[src/rtl/f_fetch_ctrl.sv]
// Fetch sequencer: owns the PC, one outstanding imem request, presents to decode.
// Optional perf counters when FETCH_PERF_EN is defined.
module f_fetch_ctrl #(
  parameter logic [31:0] RESET_PC  = 32'h0000_0000,
  parameter logic [31:0] NOP_INSTR = 32'h0000_0013
) (
  input  logic        clock,
  input  logic        reset,
  input  logic        d_ready,
  input  logic        br_en,
  input  logic [31:0] br_addr,
  output logic        imem_req_valid,
  output logic [31:0] imem_req_addr,
  input  logic        imem_req_ready,
  input  logic        imem_rsp_valid,
  input  logic [31:0] imem_rsp_data,
  output logic        f_valid,
  output logic [31:0] f_pc_o,
  output logic [31:0] instr
`ifdef FETCH_PERF_EN
  ,
  output logic [31:0] perf_stall_cnt,
  output logic [31:0] perf_kill_cnt
`endif
);

  typedef enum logic [1:0] {
    S_IDLE,
    S_REQ,
    S_WAIT,
    S_OUT
  } state_t;

  state_t      r_state, w_state;
  logic [31:0] r_pc, w_pc;
  logic [31:0] r_req_pc, w_req_pc;
  logic        r_kill, w_kill;
  logic        r_f_valid, w_f_valid;
  logic [31:0] r_f_pc, w_f_pc;
  logic [31:0] r_instr, w_instr;
  logic        w_drop;
  logic        w_stall;
  logic [31:0] w_br_pc;

  assign w_br_pc = {br_addr[31:2], 2'b00};

  always_ff @(posedge clock or negedge reset) begin
    if (!reset) begin
      r_state   <= S_IDLE;
      r_pc      <= RESET_PC;
      r_req_pc  <= RESET_PC;
      r_kill    <= 1'b0;
      r_f_valid <= 1'b0;
      r_f_pc    <= RESET_PC;
      r_instr   <= NOP_INSTR;
    end else begin
      r_state   <= w_state;
      r_pc      <= w_pc;
      r_req_pc  <= w_req_pc;
      r_kill    <= w_kill;
      r_f_valid <= w_f_valid;
      r_f_pc    <= w_f_pc;
      r_instr   <= w_instr;
    end
  end

  always_comb begin
    w_state   = r_state;
    w_pc      = r_pc;
    w_req_pc  = r_req_pc;
    w_kill    = r_kill;
    w_f_valid = r_f_valid;
    w_f_pc    = r_f_pc;
    w_instr   = r_instr;
    w_drop    = 1'b0;
    w_stall   = 1'b0;
    unique case (r_state)
      S_IDLE: begin
        w_state = S_REQ;
        if (br_en) w_pc = w_br_pc;
      end
      S_REQ: begin
        if (imem_req_ready) begin
          w_req_pc = r_pc;
          w_kill   = br_en;
          w_state  = S_WAIT;
        end
        if (br_en) w_pc = w_br_pc;
      end
      S_WAIT: begin
        if (imem_rsp_valid) begin
          w_kill  = 1'b0;
          w_state = S_REQ;
          if (r_kill || br_en) begin
            w_drop = 1'b1;
          end else begin
            w_instr   = imem_rsp_data;
            w_f_pc    = r_req_pc;
            w_f_valid = 1'b1;
            w_state   = S_OUT;
          end
          if (br_en) w_pc = w_br_pc;
        end else if (br_en) begin
          w_kill = 1'b1;
          w_pc   = w_br_pc;
        end
      end
      S_OUT: begin
        w_stall = !d_ready;
        // a redirect overrides acceptance, so no +4 in that case
        if (br_en) begin
          w_pc      = w_br_pc;
          w_f_valid = 1'b0;
          w_instr   = NOP_INSTR;
          w_state   = S_REQ;
        end else if (d_ready) begin
          w_pc      = r_pc + 32'd4;
          w_f_valid = 1'b0;
          w_instr   = NOP_INSTR;
          w_state   = S_REQ;
        end
      end
      default: w_state = S_IDLE;
    endcase
  end

  assign imem_req_valid = (r_state == S_REQ);
  assign imem_req_addr  = r_pc;
  assign f_valid        = r_f_valid;
  assign f_pc_o         = r_f_pc;
  assign instr          = r_instr;

`ifdef FETCH_PERF_EN
  logic [31:0] r_stall_cnt;
  logic [31:0] r_kill_cnt;

  always_ff @(posedge clock or negedge reset) begin
    if (!reset) begin
      r_stall_cnt <= '0;
      r_kill_cnt  <= '0;
    end else begin
      if (w_stall && (r_stall_cnt != 32'hFFFF_FFFF))
        r_stall_cnt <= r_stall_cnt + 32'd1;
      if (w_drop && (r_kill_cnt != 32'hFFFF_FFFF))
        r_kill_cnt <= r_kill_cnt + 32'd1;
    end
  end

  assign perf_stall_cnt = r_stall_cnt;
  assign perf_kill_cnt  = r_kill_cnt;
`else
  logic w_unused;
  assign w_unused = w_drop | w_stall;
`endif

endmodule

[config.mk]
export PLATFORM = sky130hd
export DESIGN_NAME = f_fetch_ctrl
export DESIGN_NICKNAME = d
export VERILOG_FILES = /design/src/rtl/f_fetch_ctrl.sv
export SDC_FILE = /design/constraint.sdc
export NUM_CORES = 1
export LEC_CHECK = 0
export BUFFER_PORTS_ARGS = -buffer_cell sky130_fd_sc_hd__buf_2
export CAP_MARGIN = 10
export CORE_ASPECT_RATIO = 0.5
export CORE_MARGIN = 2
export CORE_UTILIZATION = 55
export CTS_BUF_LIST = sky130_fd_sc_hd__clkbuf_4
export DETAILED_ROUTE_END_ITERATION = 7
export PLACE_DENSITY = 0.84
export SLEW_MARGIN = 30
export SYNTH_ARGS = -nofsm -noshare
export SYNTH_HDL_FRONTEND = slang
export SYNTH_SLANG_ARGS = --single-unit
[constraint.sdc]
create_clock -name clock -period 4.1 [get_ports clock]
set_clock_uncertainty 0.15 [all_clocks]
set_input_delay 0.82 -clock clock [delete_from_list [all_inputs] [get_ports clock]]
set_output_delay 0.82 -clock clock [all_outputs]
set_load 0.1 [all_outputs]
==> impl_metrics.env, run 1 <==
export IMPL_gp_congestion=0.839
export IMPL_ys_seq_elements=126
export IMPL_cts_clk_slew_worst_paths_ns=0.10
export IMPL_fp_dieH_microns=75.8
export IMPL_worstSetupPathType="reg -> out"
export IMPL_coreArea_sq_um=10100
export IMPL_start_kind="register"
export IMPL_avgSynthCellArea_sq_um=10.9
export IMPL_n_fill_cell=782
export IMPL_crit_path_max_incr_delay_ns=0.47
export IMPL_n_antenna_cell=0
export IMPL_start_util=0.561
export IMPL_crit_buf_inv=2
export IMPL_cts_hold_buffers=0
export IMPL_synth_area_leaders="dfrtp_1, mux2_2, o21ai_0"
export IMPL_clock_root_buffer="clkbuf_4"
export IMPL_cp_end_kind="output pin"
export IMPL_numPortBuffers=161
export IMPL_antenna_found_initial=0
export IMPL_cts_tree="built"
export IMPL_grt_max_degree=92
export IMPL_ys_types=56
export IMPL_hp_class="in -> async"
export IMPL_clock_latency_ns=0.50
export IMPL_post_route_period_util=0.649
export IMPL_synth_cell_area_sq_um=5680
export IMPL_synth_main_ff_cell="dfrtp_1"
export IMPL_max_slew_margin_rel=0.347
export IMPL_wire_per_inst_microns=15.5
export IMPL_drt_iter0_drc=272
export IMPL_maxSlewViolCount=0
export IMPL_max_freq_mhz=376
export IMPL_ios=168
export IMPL_hold_worst_slack_ns=0.123
export IMPL_cp_depth=3
export IMPL_area_growth_syn_to_layout_pct=20.7
export IMPL_first_global_vias=4090
export IMPL_cts_sinks=126
export IMPL_grt_ovfl_total=0
export IMPL_grtUsageTotal=0.231
export IMPL_viasPerCell=5.48
export IMPL_crit_family="buffers and inverters"
export IMPL_min_period_ns=2.66
export IMPL_rsz0062_at_grt="no"
export IMPL_vias=4524
export IMPL_worstMarginPinSlew_ns=0.978
export IMPL_async_reset_ff_frac=1.00
export IMPL_setup_worst_path_start="r_state[1]$_DFFE_PN0P_"
export IMPL_rows=26
export IMPL_setup_tns_ns=0
export IMPL_netlist_instances=519
export IMPL_routed_wl_microns=12800
export IMPL_synth_area_leader_cell="dfrtp_1"
export IMPL_r2r_cells=5
export IMPL_ys_seq_area_frac=0.556
export IMPL_final_net_count=746
export IMPL_ys_warn_count=0
export IMPL_grt_pass1_wl_microns=20200
export IMPL_drive_above_1_share=0.387
export IMPL_crit_path_top_delay_cell="buf_2"
export IMPL_cts_resized=0
export IMPL_cts_buffers=17
export IMPL_setup_viol=0
export IMPL_critPathArrivalTime_ns=1.69
export IMPL_multi_input_area_sq_um=2350
export IMPL_die_w_microns=148
export IMPL_drtPass1Iterations=5
export IMPL_regToRegStartpoint="r_state[1]$_DFFE_PN0P_"
export IMPL_cap_violations=0
export IMPL_synthTopCellsByCount="dfrtp_1, nand2_1, mux2_2, o21ai_0, nand2b_1"
export IMPL_outcome="completed"
export IMPL_post_cts_buffers=0
export IMPL_synth_most_common_cell="dfrtp_1"
export IMPL_cp_cell_sequence="inv_1 > ha_1 > buf_2"
export IMPL_synth_edf_count=0
export IMPL_required_ns=3.13
export IMPL_cts_max_path_buffers=2
export IMPL_dp_hpwl_microns=8950
export IMPL_regArea_sq_um=3160
export IMPL_ant_nets=0
export IMPL_drc=0
export IMPL_hold_violations=0
export IMPL_htreeDepth=4
export IMPL_crit_path_max_fanout=6
export IMPL_synth_top_area_frac=0.542
export IMPL_die_area_sq_um=11200
==> worst paths after layout <==
path,slack (ns),endpoint
setup / recovery,1.44,imem_req_valid
hold / removal,0.12,r_req_pc[5]$_DFFE_PN0P_
setup reg to reg,1.53,imem_req_addr[28]$_DFFE_PN0P_
hold reg to reg,0.33,instr[1]$_DFFE_PN1P_
max in group asynchronous,2.82,instr[4]$_DFFE_PN1P_
min in group clock,0.33,instr[1]$_DFFE_PN1P_
==> per-layer routing <==
| metal | vias up | GRT usage | wire [microns] |
|---|---|---|---|
| met3 | 20 | 0.0641 | 856 |
| met2 | 159 | 0.377 | 6050 |
| met1 | 2179 | 0.305 | 5690 |
| met5 | - | 0 | 0 |
| met4 | 0 | 0.0791 | 201 |
| li1 | 2166 | - | - |
==> final cells by class <==
type | instances | share of cell area
clock buffers | 18 | 0.0197
repair buffers | 166 | 0.125
clock inverters | 14 | 0.0184
multi-input cells | 349 | 0.344
flip-flops and latches | 126 | 0.461
inverters | 12 | 0.00658
well taps | 140 | 0.0256
==> stage by stage <==
step	cells	setup WS [ns]	instance area [sq um]	utilization
4_1_cts	825	1.39	6850	0.677
6_report	825	1.44	6850	0.677
3_5_place_dp	793	1.25	6590	0.651
3_3_place_gp	793	1.30	6590	0.651
2_1_floorplan	522	1.38	5690	-
5_1_grt	825	1.30	6850	0.677
==> placed cells by master (no fill, tap or decap), types with 11 or more instances in the layout <==
cell / instances
o21ai_0: 50
dfrtp_1: 123
a31oi_1: 11
mux2_2: 57
nand2_1: 60
buf_2: 160
clkbuf_4: 18
inv_1: 12
nand2b_1: 31
nor2_1: 23
==> state kept, by name, summed over array words and instances, names as in the netlist <==
name and cells:
r_req_pc 30, r_kill 1, f_valid 1, instr 32, r_state 2, imem_req_addr 30
f_pc_o 30
==> kinds of logic after synthesis <==
group	share of synthesized area
AO/OA/AOI/OAI	0.107
XOR/XNOR	0.00926
adder cells (fa/ha/maj)	0.00882
buffers and inverters	0.0351
flip-flops	0.556
multiplexers	0.115
other	0.000661
AND/OR/NAND/NOR	0.168
Power of run 1 is left out: the tool's default activity adds up to more than one toggle a clock period on the data nets, which glitch-free logic cannot reach.
==> run 2, diff against run 1 <==
Settings changed: CORE_UTILIZATION 55 to 48, PLACE_DENSITY 0.84 to 0.78.
Clock period 4.1 ns to 2.2 ns, I/O delays scaled along.
==> run 2 against run 1 <==
Register-to-register slack got worse by 1.5 ns; first-iteration DRC count rose by 19%; count of clock-buffer cells in the layout rose by 4; non-clock buffer count rose by 48; highest routed layer unchanged.
==> impl_metrics.env, run 2 (synthesized netlist as in run 1, its figures left out) <==
export IMPL_outcome="completed"
export IMPL_die_w_microns=158
export IMPL_final_common_cell="buf_2"
export IMPL_crit_path_max_fanout=6
export IMPL_drive_above_1_share=0.437
export IMPL_rsz0062_at_grt="yes"
export IMPL_cellPowerDensity_nw_per_um2=1570
export IMPL_cp_end_kind="register"
export IMPL_antenna_found_initial=1
export IMPL_reg2reg_to="imem_req_addr[31]$_DFFE_PN0P_"
export IMPL_pre_cts_slack_ns=0.0121
export IMPL_required_ns=2.44
export IMPL_cts_clk_slew_worst_paths_ns=0.10
export IMPL_clock_latency_ns=0.51
export IMPL_final_core_util=0.637
export IMPL_regToRegStartpoint="r_state[0]$_DFFE_PN0P_"
export IMPL_largest_register_ffs=32
export IMPL_vias=4729
export IMPL_start_util=0.486
export IMPL_start_kind="register"
export IMPL_min_period_ns=2.15
export IMPL_final_cells=903
export IMPL_setup_ws_ns=0.0464
export IMPL_fp_dieH_microns=80.9
export IMPL_place_inst=840
export IMPL_coreArea_sq_um=11700
export IMPL_area_growth_syn_to_layout_pct=30.8
export IMPL_setup_tns_ns=0
export IMPL_stdcell_area_sq_um=7430
export IMPL_hp_class="in -> reg"
export IMPL_cp_cell_sequence="ha_2 > nand2_1 > or4_4 > o31a_1 > o31a_1"
export IMPL_dp_hpwl_microns=9720
export IMPL_worstSetupPathType="reg -> reg"
export IMPL_gp_congestion=0.868
export IMPL_drtPass1Iterations=5
export IMPL_ios=168
export IMPL_htreeDepth=4
export IMPL_regArea_sq_um=3220
export IMPL_n_fill_cell=985
export IMPL_crit_path_top_delay_cell="or4_4"
export IMPL_crit_path_max_incr_delay_ns=0.58
export IMPL_leakage_nw=3.47
export IMPL_die_area_sq_um=12800
export IMPL_final_net_count=794
export IMPL_post_cts_buffers=0
export IMPL_first_global_vias=4448
export IMPL_wire_per_inst_microns=15.3
export IMPL_cap_violations=0
export IMPL_clock_root_buffer="clkbuf_4"
export IMPL_ir_drop_mv=1.07
export IMPL_rrSetupSlack_ns=0.05
export IMPL_setup_viol=0
export IMPL_max_slew_margin_rel=0.652
export IMPL_routed_wl_microns=13800
export IMPL_drt_iter0_drc=324
export IMPL_critPathArrivalTime_ns=2.40
export IMPL_endpoint="imem_req_addr[31]$_DFFE_PN0P_"
export IMPL_cts_buffers=17
export IMPL_most_common_layout_cells="buf_2, dfrtp_1, nand2_1"
export IMPL_rows=28
export IMPL_numPortBuffers=161
export IMPL_cts_tree="built"
export IMPL_drc=0
export IMPL_r2r_cells=5
export IMPL_post_route_period_util=0.979
export IMPL_grt_max_degree=67
export IMPL_worstMarginPinSlew_ns=0.525
export IMPL_placed_area_sq_um=6890
export IMPL_cts_sinks=126
export IMPL_max_freq_mhz=464
export IMPL_grt_pass1_wl_microns=21700
export IMPL_grtUsageTotal=0.219
export IMPL_hold_violations=0
export IMPL_grt_ovfl_total=0
export IMPL_multi_input_area_sq_um=2380
export IMPL_crit_path_frequent_cell="o31a_1"
export IMPL_maxSlewViolCount=0
export IMPL_ant_nets=0
export IMPL_cts_max_path_buffers=2
export IMPL_viasPerCell=5.24
export IMPL_setup_worst_path_start="r_state[0]$_DFFE_PN0P_"
## run 2: cell count changes in the layout (fill, tap and decap cells not counted), moves of 4 or more
| cell | before | now |
|---|---|---|
| dfrtp_1 | 123 | 95 |
| dlygate4sd3_1 | 0 | 26 |
| buf_4 | 5 | 25 |
| dfrtp_2 | 0 | 18 |
| dfrtp_4 | 0 | 10 |
| diode_2 | 0 | 5 |
| clkbuf_4 | 18 | 22 |
## run 2: metrics by stage
step / total power, mW / hold WS, ns
after detailed placement: 10.3 / 0.231
final: 11.7 / 0.0299
after floorplan: 9.06 / -0.00559
after global routing: 12.2 / 0.00392
after CTS: 11.7 / 0.00192
after global placement: 10.1 / 0.226
## run 2: worst max-delay path, delay by kind of cell (launching register included)
| family | cells | cell delay [ns] |
|---|---|---|
| flops | 1 | 0.40 |
| simple gates | 2 | 0.67 |
| compound gates | 2 | 0.57 |
| fa+ha+maj | 1 | 0.26 |
## run 2: worst min-delay path by stage
stage | start | endpoint | slack [ns] | cells past startpoint
floorplan | reset | f_pc_o[10]$_DFFE_PN0P_ | -0.006 | 0
global placement | reset | r_req_pc[6]$_DFFE_PN0P_ | 0.23 | 1
detailed placement | reset | r_req_pc[6]$_DFFE_PN0P_ | 0.23 | 1
CTS | br_addr[24] | imem_req_addr[24]$_DFFE_PN0P_ | 0.002 | 3
global route | imem_rsp_data[11] | instr[11]$_DFFE_PN0P_ | 0.004 | 3
finish | br_addr[17] | imem_req_addr[17]$_DFFE_PN0P_ | 0.03 | 3
## run 2: power breakdown
part           total, mW  switching [mW]  internal (mW)
sequential          3.68           0.488           3.20
combinational       6.59            5.24           1.34
clock               1.41           0.802          0.606
total               11.7            6.53           5.14
## run 2: layer usage
metal  wire (microns)  GRT usage
met3              934     0.0534
met4              135     0.0673
met1             6120      0.287
met2             6650      0.366
met5                0          0
## run 2: repair_timing
action	4_1_cts	5_1_grt
hold buffers	24	2
setup endpoints to repair	2	4
endpoints found under the hold margin	45	2
resized for setup	4	1
## run 2: cell type report
type	instances	share of cell area
Clock inverter	10	0.0103
Clock buffer	22	0.0222
Antenna cell	5	0.00168
Tap cell	165	0.0278
Multi-Input combinational cell	349	0.320
Sequential cell	126	0.433
Inverter	12	0.00607
Timing Repair Buffer	214	0.178
(Power assumes the default switching activity.)
